[src/rtl/pht_pkg.sv]
// Shared types, sizes and the saturating-counter helper for the bimodal PHT controller.
package pht_pkg;

  localparam int IDX_W = 9;

  typedef logic [1:0] ctr_t;

  typedef struct packed {
    logic [IDX_W-1:0] idx;
    logic             taken;
  } upd_ent_t;

  typedef enum logic [1:0] {
    INIT   = 2'b00,
    RUN    = 2'b01,
    UPD_WR = 2'b10
  } state_e;

  function automatic ctr_t ctr_next(input ctr_t ctr, input logic taken);
    ctr_t nxt;
    if (taken) begin
      nxt = (ctr == 2'b11) ? 2'b11 : ctr + 2'b01;
    end else begin
      nxt = (ctr == 2'b00) ? 2'b00 : ctr - 2'b01;
    end
    return nxt;
  endfunction

endpackage

[src/rtl/pht_upd_fifo.sv]
// Small FIFO of pending branch-resolution updates; head is visible combinationally.
module pht_upd_fifo
  import pht_pkg::*;
#(
  parameter int DEPTH = 4
) (
  input  logic     clk,
  input  logic     rst_n,
  input  logic     push,
  input  logic     pop,
  input  upd_ent_t din,
  output upd_ent_t dout,
  output logic     full,
  output logic     empty
);

  localparam int PW = $clog2(DEPTH);

  upd_ent_t         mem_r [DEPTH];
  logic [PW-1:0]    wr_ptr_r;
  logic [PW-1:0]    rd_ptr_r;
  logic [PW:0]      count_r;

  // Entry storage; contents are don't-care until pushed.
  always_ff @(posedge clk) begin
    if (push) begin
      mem_r[wr_ptr_r] <= din;
    end
  end

  // Pointers and occupancy; a push and pop in the same cycle keep the count.
  always_ff @(posedge clk or negedge rst_n) begin
    if (!rst_n) begin
      wr_ptr_r <= {PW{1'b0}};
      rd_ptr_r <= {PW{1'b0}};
      count_r  <= {(PW+1){1'b0}};
    end else begin
      if (push) wr_ptr_r <= wr_ptr_r + PW'(1);
      if (pop)  rd_ptr_r <= rd_ptr_r + PW'(1);
      case ({push, pop})
        2'b10:   count_r <= count_r + (PW+1)'(1);
        2'b01:   count_r <= count_r - (PW+1)'(1);
        default: count_r <= count_r;
      endcase
    end
  end

  assign dout  = mem_r[rd_ptr_r];
  assign full  = (count_r == (PW+1)'(DEPTH));
  assign empty = (count_r == {(PW+1){1'b0}});

endmodule

[src/rtl/bimodal_pht_ctrl.sv]
// Single-port PHT SRAM sequencer: init sweep, predict lookups and queued counter RMW updates.
// Optional event counters are built when PHT_PERF_EN is defined.
module bimodal_pht_ctrl
  import pht_pkg::*;
#(
  parameter int   UPD_DEPTH  = 4,
  parameter int   STARVE_MAX = 8,
  parameter ctr_t INIT_CTR   = 2'b01
) (
  input  logic             clk,
  input  logic             rst_n,
  input  logic             pred_valid,
  output logic             pred_ready,
  input  logic [IDX_W-1:0] pred_idx,
  output logic             pred_resp_valid,
  output logic [1:0]       pred_ctr,
  output logic             pred_taken,
  input  logic             upd_valid,
  output logic             upd_ready,
  input  logic [IDX_W-1:0] upd_idx,
  input  logic             upd_taken,
  output logic             init_done,
  output logic             sram_csb,
  output logic             sram_web,
  output logic [IDX_W-1:0] sram_addr,
  output logic [1:0]       sram_din,
  input  logic [1:0]       sram_dout
`ifdef PHT_PERF_EN
  ,
  output logic [31:0]      perf_pred,
  output logic [31:0]      perf_upd,
  output logic [31:0]      perf_starve
`endif
);

  localparam int SW = $clog2(STARVE_MAX + 1);

  state_e           state_r, state_s;
  logic [IDX_W-1:0] ptr_r;
  logic [SW-1:0]    starve_cnt_r;
  logic             pred_resp_valid_r;
  logic             init_done_r;

  logic             csb_s, web_s, pred_ready_s, pop_s, push_s, upd_rd_s;
  logic [IDX_W-1:0] addr_s;
  ctr_t             din_s;
  upd_ent_t         upd_ent_s, head_s;
  logic             fifo_full_s, fifo_empty_s;

  assign upd_ent_s.idx   = upd_idx;
  assign upd_ent_s.taken = upd_taken;
  // The UPD_WR pop frees a slot in the same cycle, so a full queue can still accept.
  assign upd_ready = !fifo_full_s || pop_s;
  assign push_s    = upd_valid && upd_ready;

  pht_upd_fifo #(.DEPTH(UPD_DEPTH)) u_fifo (
    .clk   (clk),
    .rst_n (rst_n),
    .push  (push_s),
    .pop   (pop_s),
    .din   (upd_ent_s),
    .dout  (head_s),
    .full  (fifo_full_s),
    .empty (fifo_empty_s)
  );

  // Port arbitration and next-state selection.
  always_comb begin
    state_s      = state_r;
    csb_s        = 1'b1;
    web_s        = 1'b1;
    addr_s       = {IDX_W{1'b0}};
    din_s        = 2'b00;
    pred_ready_s = 1'b0;
    pop_s        = 1'b0;
    upd_rd_s     = 1'b0;
    case (state_r)
      INIT: begin
        csb_s  = 1'b0;
        web_s  = 1'b0;
        addr_s = ptr_r;
        din_s  = INIT_CTR;
        if (ptr_r == {IDX_W{1'b1}}) state_s = RUN;
        else                        state_s = INIT;
      end
      RUN: begin
        if (!fifo_empty_s && (fifo_full_s || (starve_cnt_r == SW'(STARVE_MAX)) || !pred_valid)) begin
          csb_s    = 1'b0;
          addr_s   = head_s.idx;
          upd_rd_s = 1'b1;
          state_s  = UPD_WR;
        end else if (pred_valid) begin
          csb_s        = 1'b0;
          addr_s       = pred_idx;
          pred_ready_s = 1'b1;
          state_s      = RUN;
        end else begin
          state_s = RUN;
        end
      end
      UPD_WR: begin
        csb_s   = 1'b0;
        web_s   = 1'b0;
        addr_s  = head_s.idx;
        din_s   = ctr_next(sram_dout, head_s.taken);
        pop_s   = 1'b1;
        state_s = RUN;
      end
      default: begin
        state_s = INIT;
      end
    endcase
  end

  // State, sweep pointer, starvation counter and registered status flags.
  always_ff @(posedge clk or negedge rst_n) begin
    if (!rst_n) begin
      state_r           <= INIT;
      ptr_r             <= {IDX_W{1'b0}};
      starve_cnt_r      <= {SW{1'b0}};
      pred_resp_valid_r <= 1'b0;
      init_done_r       <= 1'b0;
    end else begin
      state_r           <= state_s;
      pred_resp_valid_r <= pred_ready_s;
      if (state_r == INIT) ptr_r <= ptr_r + IDX_W'(1);
      if (upd_rd_s) begin
        starve_cnt_r <= {SW{1'b0}};
      end else if (pred_ready_s && !fifo_empty_s && (starve_cnt_r != SW'(STARVE_MAX))) begin
        starve_cnt_r <= starve_cnt_r + SW'(1);
      end
      if ((state_r == INIT) && (state_s == RUN)) init_done_r <= 1'b1;
    end
  end

  // Chip select is held inactive for the whole reset assertion.
  assign sram_csb        = csb_s | ~rst_n;
  assign sram_web        = web_s;
  assign sram_addr       = addr_s;
  assign sram_din        = din_s;
  assign pred_ready      = pred_ready_s;
  assign pred_resp_valid = pred_resp_valid_r;
  assign pred_ctr        = sram_dout;
  assign pred_taken      = sram_dout[1];
  assign init_done       = init_done_r;

`ifdef PHT_PERF_EN
  logic [31:0] perf_pred_r, perf_upd_r, perf_starve_r;

  // Event counters; free-running, wrapping at 2^32.
  always_ff @(posedge clk or negedge rst_n) begin
    if (!rst_n) begin
      perf_pred_r   <= 32'd0;
      perf_upd_r    <= 32'd0;
      perf_starve_r <= 32'd0;
    end else begin
      if (pred_ready_s)            perf_pred_r   <= perf_pred_r + 32'd1;
      if (pop_s)                   perf_upd_r    <= perf_upd_r + 32'd1;
      if (upd_rd_s && pred_valid)  perf_starve_r <= perf_starve_r + 32'd1;
    end
  end

  assign perf_pred   = perf_pred_r;
  assign perf_upd    = perf_upd_r;
  assign perf_starve = perf_starve_r;
`endif

endmodule

[config.mk]
export PLATFORM = sky130hd
export DESIGN_NAME = bimodal_pht_ctrl
export DESIGN_NICKNAME = d
export VERILOG_FILES = /design/src/rtl/pht_pkg.sv /design/src/rtl/pht_upd_fifo.sv /design/src/rtl/bimodal_pht_ctrl.sv
export SDC_FILE = /design/constraint.sdc
export NUM_CORES = 1
export LEC_CHECK = 0
export CAP_MARGIN = 20
export CORE_AREA = 2 2 62 107
export DETAILED_ROUTE_END_ITERATION = 12
export DIE_AREA = 0 0 64 109
export PLACE_DENSITY = 0.77
export REMOVE_ABC_BUFFERS = 1
export SKIP_LAST_GASP = 1
export SYNTH_ARGS = -nofsm -noshare
export SYNTH_HDL_FRONTEND = slang
export SYNTH_SLANG_ARGS = --single-unit
[constraint.sdc]
create_clock -name clk -period 3.7 [get_ports clk]
set_input_delay 0.555 -clock clk [delete_from_list [all_inputs] [get_ports clk]]
set_output_delay 0.555 -clock clk [all_outputs]
set_load 0.03 [all_outputs]
==> impl_metrics.csv, run 1 <==
group,metric,value,unit
floorplan,initial_core_util,48.37,%
detailed_routing,post_drt_via_cell_ratio,5.330,
clock_tree,h-tree-depth,3,
finish,diodes,0,
detailed_routing,first_pass_iters,4,
finish,layout_commonest_cell,"clkdlybuf4s50_1",
outcome,status,"complete, no violations",
synth,synthAdderAreaFrac,4.049,%
timing,maxSlewViolCount,0,
pwr,p_leak,0.001374,µW
placement,port-buffer-count,44,
floorplan,ios,45,
clock_tree,root_buffer,"clkbuf_8",
clock_tree,clock-sinks,64,
synth,ys.flop_type,"edfxtp_1",
detailed_routing,drcViolationCount,0,
pwr,pwr-share-seq,38.6,%
finish,layout_common_cells,"44 x clkdlybuf4s50_1, 40 x edfxtp_1, 24 x dfrtp_1",
synth,async_flop_share,37.50,%
clock_tree,numCtsBuffers,9,
global_route,grt_pass1_vias,1819,
timing,worst_pin_slew,0.5400,ns
floorplan,die_h,109,µm
pwr,pwr-share-clk,17.0,%
global_route,grt_usage,17.19,%
critical_path,crit_family,"buffers and inverters",
critical_path,cp_cell_sequence,"buf_4 > mux4_1 > a221o_1 > clkdlybuf4s50_1",
detailed_routing,drtIter0Drc,104,
flow_run,drv_cap,0,
timing,timing.fmax,315.2,MHz
floorplan,rows,38,
pwr,swShare,38.55,%
timing,hold_violations,0,
pwr,power_frac_comb,44.4,%
critical_path,critPathBufInv,2,
timing,final.setup.tns,0,ns
synth,synth_seq_cells,64,
pwr,p_switching,1136,µW
timing,skew,0.01100,ns
detailed_routing,wl,5331,µm
finish,drive_above_1_share,14.06,%
critical_path,worstPathMaxFanout,9,
floorplan,dieArea,6976,µm²
synth,netlist_area,2967,µm²
synth,ys_seq_area_share,60.73,%
timing,layout_setup_ws,0.5277,ns
critical_path,crit_slowest_cell,"mux4_1",
critical_path,endpoint_kind,"output pin",
placement,place_congestion,0.8198,
placement,dpl_worst_slack,0.5722,ns
global_route,grt_pass1_wl,8721,µm
pwr,power.internal,1811,µW
synth,avgSynthCellArea,14.61,µm²
finish,nNetsFinal,285,
synth,synth_edf_count,40,
clock_tree,clk-insertion-delay-late,0.34,ns
synth,synthCells,203,
timing,setup_viol,0,
clock_tree,cts_resized,0,
timing,fin_crit,3.172,ns
synth,yosys.area_share.xor_xnor,3.543,%
placement,hpwlAfterDp,3842,µm
detailed_routing,vias,1791,
critical_path,crit_type,"flip-flop to output pin",
global_route,grt_max_degree,25,
critical_path,critPathMaxStageDelay,0.63,ns
critical_path,arrival,2.62,ns
min_path,min_path_type,"flip-flop to flip-flop",
clock_tree,cts.clk_slew.worst_paths,0.07,ns
pwr,irDropWorstVdd,0.3015,mV
clock_tree,holdBufCountCts,0,
clock_tree,post-cts-setup-buffer-count,0,
clock_tree,clockBufferDepth,2,
timing,slew-limit-headroom,64.00,%
detailed_routing,wl_per_cell,15.87,µm
synth,synth_top_family_by_area,"simple AND/OR/NAND/NOR gates",
floorplan,die_width,64,µm
floorplan,core_area,6133,µm²
synth,synth_simple_gate_area_share,9.785,%
detailed_routing,antenna_left,0,
critical_path,cp.required,3.14,ns
pwr,powerDensity,812.1,nW/µm²
finish,syn_to_final_growth,22.35,%
timing,period_share,85.74,%
clock_tree,tritoncts,"built",
synth,yosysWarnings,0,
synth,synth.distinct_cells,46,
synth,synth_compound_area_share,9.194,%
global_route,overflow,0,
critical_path,worst_setup_path_start_kind,"flip-flop",
finish,nFillCells,486,
global_route,antenna_found_initial,0,
synth,synth_mux_area_share,9.152,%
timing,rsz0062_at_grt,"no",
registers in the layout, indices dropped and copies added (netlist names):
name	flops
u_fifo.mem_r	40
ptr_r	9
starve_cnt_r	4
u_fifo.count_r	3
state_r	2
u_fifo.rd_ptr_r	2
u_fifo.wr_ptr_r	2
init_done	1
pred_resp_valid	1
logic make-up after synthesis:
logic type / after synthesis
DFF: 64
buffers and inverters: 21
adders and majority gates: 9
xor gates and xnor gates: 12
and+or+nand+nor: 52
muxes: 14
AOI/OAI and AO/OA: 31
worst reg2reg max path: stages (launching register included):
cell,delay (ns)
dfrtp_1,0.48
nand2b_1,0.42
a31oi_4,0.38
and2_1,0.52
final timing paths:
path / from / to / slack (ns) / cells past startpoint
worst max-delay path: u_fifo.rd_ptr_r[0]$_DFFE_PN0P_ / sram_addr[8] / 0.53 / 4
worst min-delay path: init_done$_DFFE_PN0P_ / init_done$_DFFE_PN0P_ / 0.46 / 1
worst max register to register: state_r[0]$_DFF_PN0_ / u_fifo.mem_r[1][0]$_DFFE_PP_ / 1.54 / 3
worst min register to register: init_done$_DFFE_PN0P_ / init_done$_DFFE_PN0P_ / 0.46 / 1
max in group asynchronous: rst_n / u_fifo.wr_ptr_r[0]$_DFFE_PN0P_ / 2.84 / 2
min in group asynchronous: rst_n / ptr_r[2]$_DFFE_PN0P_ / 0.62 / 2
synth_stat cells, types with 6 or more instances:
master    count  area (µm²)
nand3_1       6       30.03
inv_1        10       37.54
xnor2_1       9       78.83
mux4_2        9       202.7
nand2_1      11       41.29
edfxtp_1     40        1201
ha_1          8       100.1
a221o_1       9       90.09
nor2_1        8       30.03
and2_1       13       81.33
dfrtp_1      24       600.6
metal layers:
| layer | global-route usage, % | part of all wire, % | vias up |
|---|---|---|---|
| met5 | 0 | 0 | - |
| met4 | 9.161 | 1.8 | 0 |
| met3 | 4.438 | 3.2 | 9 |
| met2 | 29.46 | 53 | 39 |
| met1 | 19.46 | 41 | 893 |
| li1 | - | - | 850 |
power groups by stage:
stage          registers [µW]  clock network [µW]  logic [µW]
3_3_place_gp             1140                   0        1300
3_5_place_dp             1150                   0        1320
4_1_cts                  1140                 516        1330
5_1_grt                  1170                 548        1420
2_1_floorplan            1130                   0         873
6_report                 1140                 501        1310
stage by stage:
step / utilization [%] / cell area, µm² / total power (µW) / instances / hold WS (ns)
floorplan: - / 2903 / 2007 / 193 / 0.2594
global placement: 56.51 / 3466 / 2444 / 320 / 0.4415
detailed placement: 56.51 / 3466 / 2477 / 320 / 0.4456
CTS: 59.18 / 3630 / 2986 / 336 / 0.4616
global route: 59.18 / 3630 / 3130 / 336 / 0.4907
finish: 59.18 / 3630 / 2948 / 336 / 0.4561
cell type report:
class | count | area (µm²) | area share [%]
clock buffers | 10 | 127.6 | 3.516
clock inverters | 6 | 36.28 | 0.9997
inverters | 11 | 41.29 | 1.138
multi-input cells | 118 | 1060 | 29.20
flip-flops and latches | 64 | 1802 | 49.64
well taps | 80 | 100.1 | 2.758
repair buffers | 47 | 462.9 | 12.75
Note: power is estimated with default switching activity, not from simulation.
==> run 2: changes to the inputs <==
--- a/config.mk
+++ b/config.mk
@@ -9,6 +9,7 @@
 export CORE_AREA = 2 2 62 107
 export DETAILED_ROUTE_END_ITERATION = 12
 export DIE_AREA = 0 0 64 109
+export HOLD_SLACK_MARGIN = 0.06
 export PLACE_DENSITY = 0.77
 export REMOVE_ABC_BUFFERS = 1
 export SKIP_LAST_GASP = 1
==> results of run 2 <==
The final DEF is identical to that of run 1; final timing and power are the same.
==> run 3: changes to the inputs <==
--- a/config.mk
+++ b/config.mk
@@ -6,13 +6,14 @@
 export NUM_CORES = 1
 export LEC_CHECK = 0
 export CAP_MARGIN = 20
-export CORE_AREA = 2 2 62 107
+export CORE_AREA = 2 2 62 109
 export DETAILED_ROUTE_END_ITERATION = 12
-export DIE_AREA = 0 0 64 109
+export DIE_AREA = 0 0 64 111
 export HOLD_SLACK_MARGIN = 0.06
 export PLACE_DENSITY = 0.77
 export REMOVE_ABC_BUFFERS = 1
 export SKIP_LAST_GASP = 1
 export SYNTH_ARGS = -nofsm -noshare
 export SYNTH_HDL_FRONTEND = slang
+export SYNTH_HIERARCHICAL = 1
 export SYNTH_SLANG_ARGS = --single-unit
==> impl_metrics.csv, run 3 <==
group,metric,value,unit
global_route,overflow,0,
critical_path,critPathMaxStageDelay,0.67,ns
synth,synthCells,211,
finish,diodes,0,
critical_path,critPathBufInv,2,
global_route,grt_pass1_vias,1886,
timing,rsz0062_at_grt,"no",
placement,port-buffer-count,44,
pwr,pwr-share-seq,44.0,%
synth,async_flop_share,37.50,%
placement,placed_cells,330,
clock_tree,post-cts-setup-buffer-count,0,
pwr,power.internal,1598,µW
finish,syn_to_final_growth,27.40,%
finish,final_cells,346,
critical_path,crit_family,"buffers and inverters",
clock_tree,holdBufCountCts,0,
timing,worst_pin_slew,0.5813,ns
synth,synth_area_leader_cell,"edfxtp_1",
global_route,antenna_found_initial,0,
global_route,grt_pass1_wl,9225,µm
timing,slew-limit-headroom,61.25,%
synth,avgSynthCellArea,14.37,µm²
critical_path,worstPathMaxFanout,11,
timing,fin_crit,3.175,ns
timing,period_share,85.81,%
outcome,status,"complete, no violations",
detailed_routing,drcViolationCount,0,
timing,final.setup.tns,0,ns
finish,layout_common_cells,"44 x clkdlybuf4s50_1, 40 x edfxtp_1, 24 x dfrtp_1",
clock_tree,cts.clk_slew.worst_paths,0.05,ns
clock_tree,clockBufferDepth,2,
synth,yosysWarnings,6,
detailed_routing,vias,1847,
critical_path,endpoint_kind,"output pin",
timing,maxSlewViolCount,0,
floorplan,dieArea,7104,µm²
finish,reg_top3,"u_fifo/mem_r x40, ptr_r x9, starve_cnt_r x4",
global_route,grt_max_degree,26,
synth,ys.flop_type,"edfxtp_1",
min_path,min_path_type,"flip-flop to flip-flop",
clock_tree,numCtsBuffers,9,
flow_run,drv_cap,0,
detailed_routing,drtIter0Drc,116,
critical_path,cp_num_cells,5,
clock_tree,root_buffer,"clkbuf_16",
pwr,irDropWorstVdd,0.4335,mV
synth,yosysTopAreaCellShare,39.62,%
detailed_routing,antenna_left,0,
placement,hpwlAfterDp,3978,µm
timing,setup_viol,0,
finish,drive_above_1_share,13.64,%
clock_tree,cts_resized,0,
synth,synth_most_common_cell,"edfxtp_1",
critical_path,crit_slowest_cell,"clkdlybuf4s50_1",
pwr,p_switching,516.0,µW
clock_tree,clock-sinks,64,
finish,largest_reg_flops,40,
finish,nNetsFinal,294,
critical_path,cp.required,3.14,ns
pwr,p_leak,0.001503,µW
synth,synth_edf_count,40,
synth,ys_seq_area_share,59.43,%
critical_path,r2r_cells,11,
synth,ys_top_cells_by_count,"40 x edfxtp_1, 24 x dfrtp_1, 11 x mux2i_1, 11 x nand2_1, 11 x nor2_1",
critical_path,cp_cell_sequence,"clkdlybuf4s50_1 > and2b_1 > a31o_1 > a221o_1 > clkdlybuf4s50_1",
placement,place_congestion,0.8397,
floorplan,core_area,6295,µm²
clock_tree,clk-insertion-delay-late,0.33,ns
synth,synth_seq_cells,64,
floorplan,ios,45,
pwr,power_frac_comb,13.9,%
floorplan,die_width,64,µm
critical_path,cpMostUsedCell,"clkdlybuf4s50_1",
critical_path,arrival,2.62,ns
synth,netlist_area,3032,µm²
critical_path,worst_setup_path_start_kind,"input port",
floorplan,rows,39,
synth,synth.distinct_cells,43,
clock_tree,tritoncts,"built",
pwr,power,2114,µW
finish,regMostFlops,"u_fifo/mem_r",
detailed_routing,wl_per_cell,16.37,µm
pwr,swShare,24.40,%
floorplan,initial_core_util,48.16,%
pwr,powerDensity,547.4,nW/µm²
min_path,whs_path_depth,1,
timing,hold_violations,0,
global_route,grt_usage,17.34,%
timing,timing.fmax,315.0,MHz
critical_path,crit_type,"input port to output pin",
detailed_routing,first_pass_iters,4,
detailed_routing,wl,5663,µm
timing,skew,0.004281,ns
detailed_routing,post_drt_via_cell_ratio,5.338,
finish,layout_commonest_cell,"clkdlybuf4s50_1",
synth,synthTopCellsByArea,"edfxtp_1 40%, dfrtp_1 20%, mux4_2 5.9%",
clock_tree,h-tree-depth,3,
timing,whs,0.4671,ns
floorplan,die_h,111,µm
pwr,pwr-share-clk,42.1,%
==> run 3: cell types whose count changed in the layout (fill, tap and decap cells not counted), sizes merged, moves of 3 or more <==
cell,change
mux2i,+9
and2,-8
xor2,+4
a21o,-3
nand4,+3
nor2,+3
nor2b,+3
xnor2,-3
==> run 3: cell families after synthesis <==
| group | synth area share, % |
|---|---|
| DFF | 59.43 |
| and+or+nand+nor | 10.40 |
| AOI/OAI and AO/OA | 6.521 |
| muxes | 12.05 |
| buffers and inverters | 3.467 |
| xor gates and xnor gates | 3.756 |
| adders and majority gates | 4.375 |
==> run 3: power by group through the flow <==
stage	Combinational [µW]	Sequential, µW	Clock, µW
after floorplan	180	929	0
after global placement	286	936	0
after detailed placement	298	945	0
after CTS	300	931	908
after global routing	330	939	936
final	294	930	890
==> run 3: final timing paths <==
check                                         startpoint                            end  slack [ns]
max                                           pred_valid                   sram_addr[6]        0.52
max reg2reg                u_fifo/count_r[0]$_DFFE_PN0P_  u_fifo/count_r[2]$_DFFE_PN0P_        1.47
max in group asynchronous                          rst_n           ptr_r[3]$_DFFE_PN0P_        2.87
min reg2reg                        init_done$_DFFE_PN0P_          init_done$_DFFE_PN0P_        0.47
min                                init_done$_DFFE_PN0P_          init_done$_DFFE_PN0P_        0.47
min in group asynchronous                          rst_n    starve_cnt_r[2]$_DFFE_PN0P_        0.59
==> run 3: through the flow <==
step                      util, %  setup WS, ns  cell area, µm²
after global placement      56.25        0.5342            3541
after global routing        61.36        0.4096            3862
final                       61.36        0.5249            3862
after floorplan                 -         1.082            2960
after CTS                   61.36        0.5048            3862
after detailed placement    56.25        0.5075            3541
==> run 3: cell type report <==
type	count	area [µm²]
fill	477	2432
sequential	64	1802
multi-input combinational	126	1125
timing repair buffer	49	478.0
clock buffer	9	225.2
tap	82	102.6
clock inverter	7	96.34
inverter	9	33.78
==> run 3: per-layer routing <==
metal	routed length [µm]	GRT usage, %
met1	2277	19.54
met2	3142	29.31
met3	127	4.162
met4	116	9.855
met5	0	0
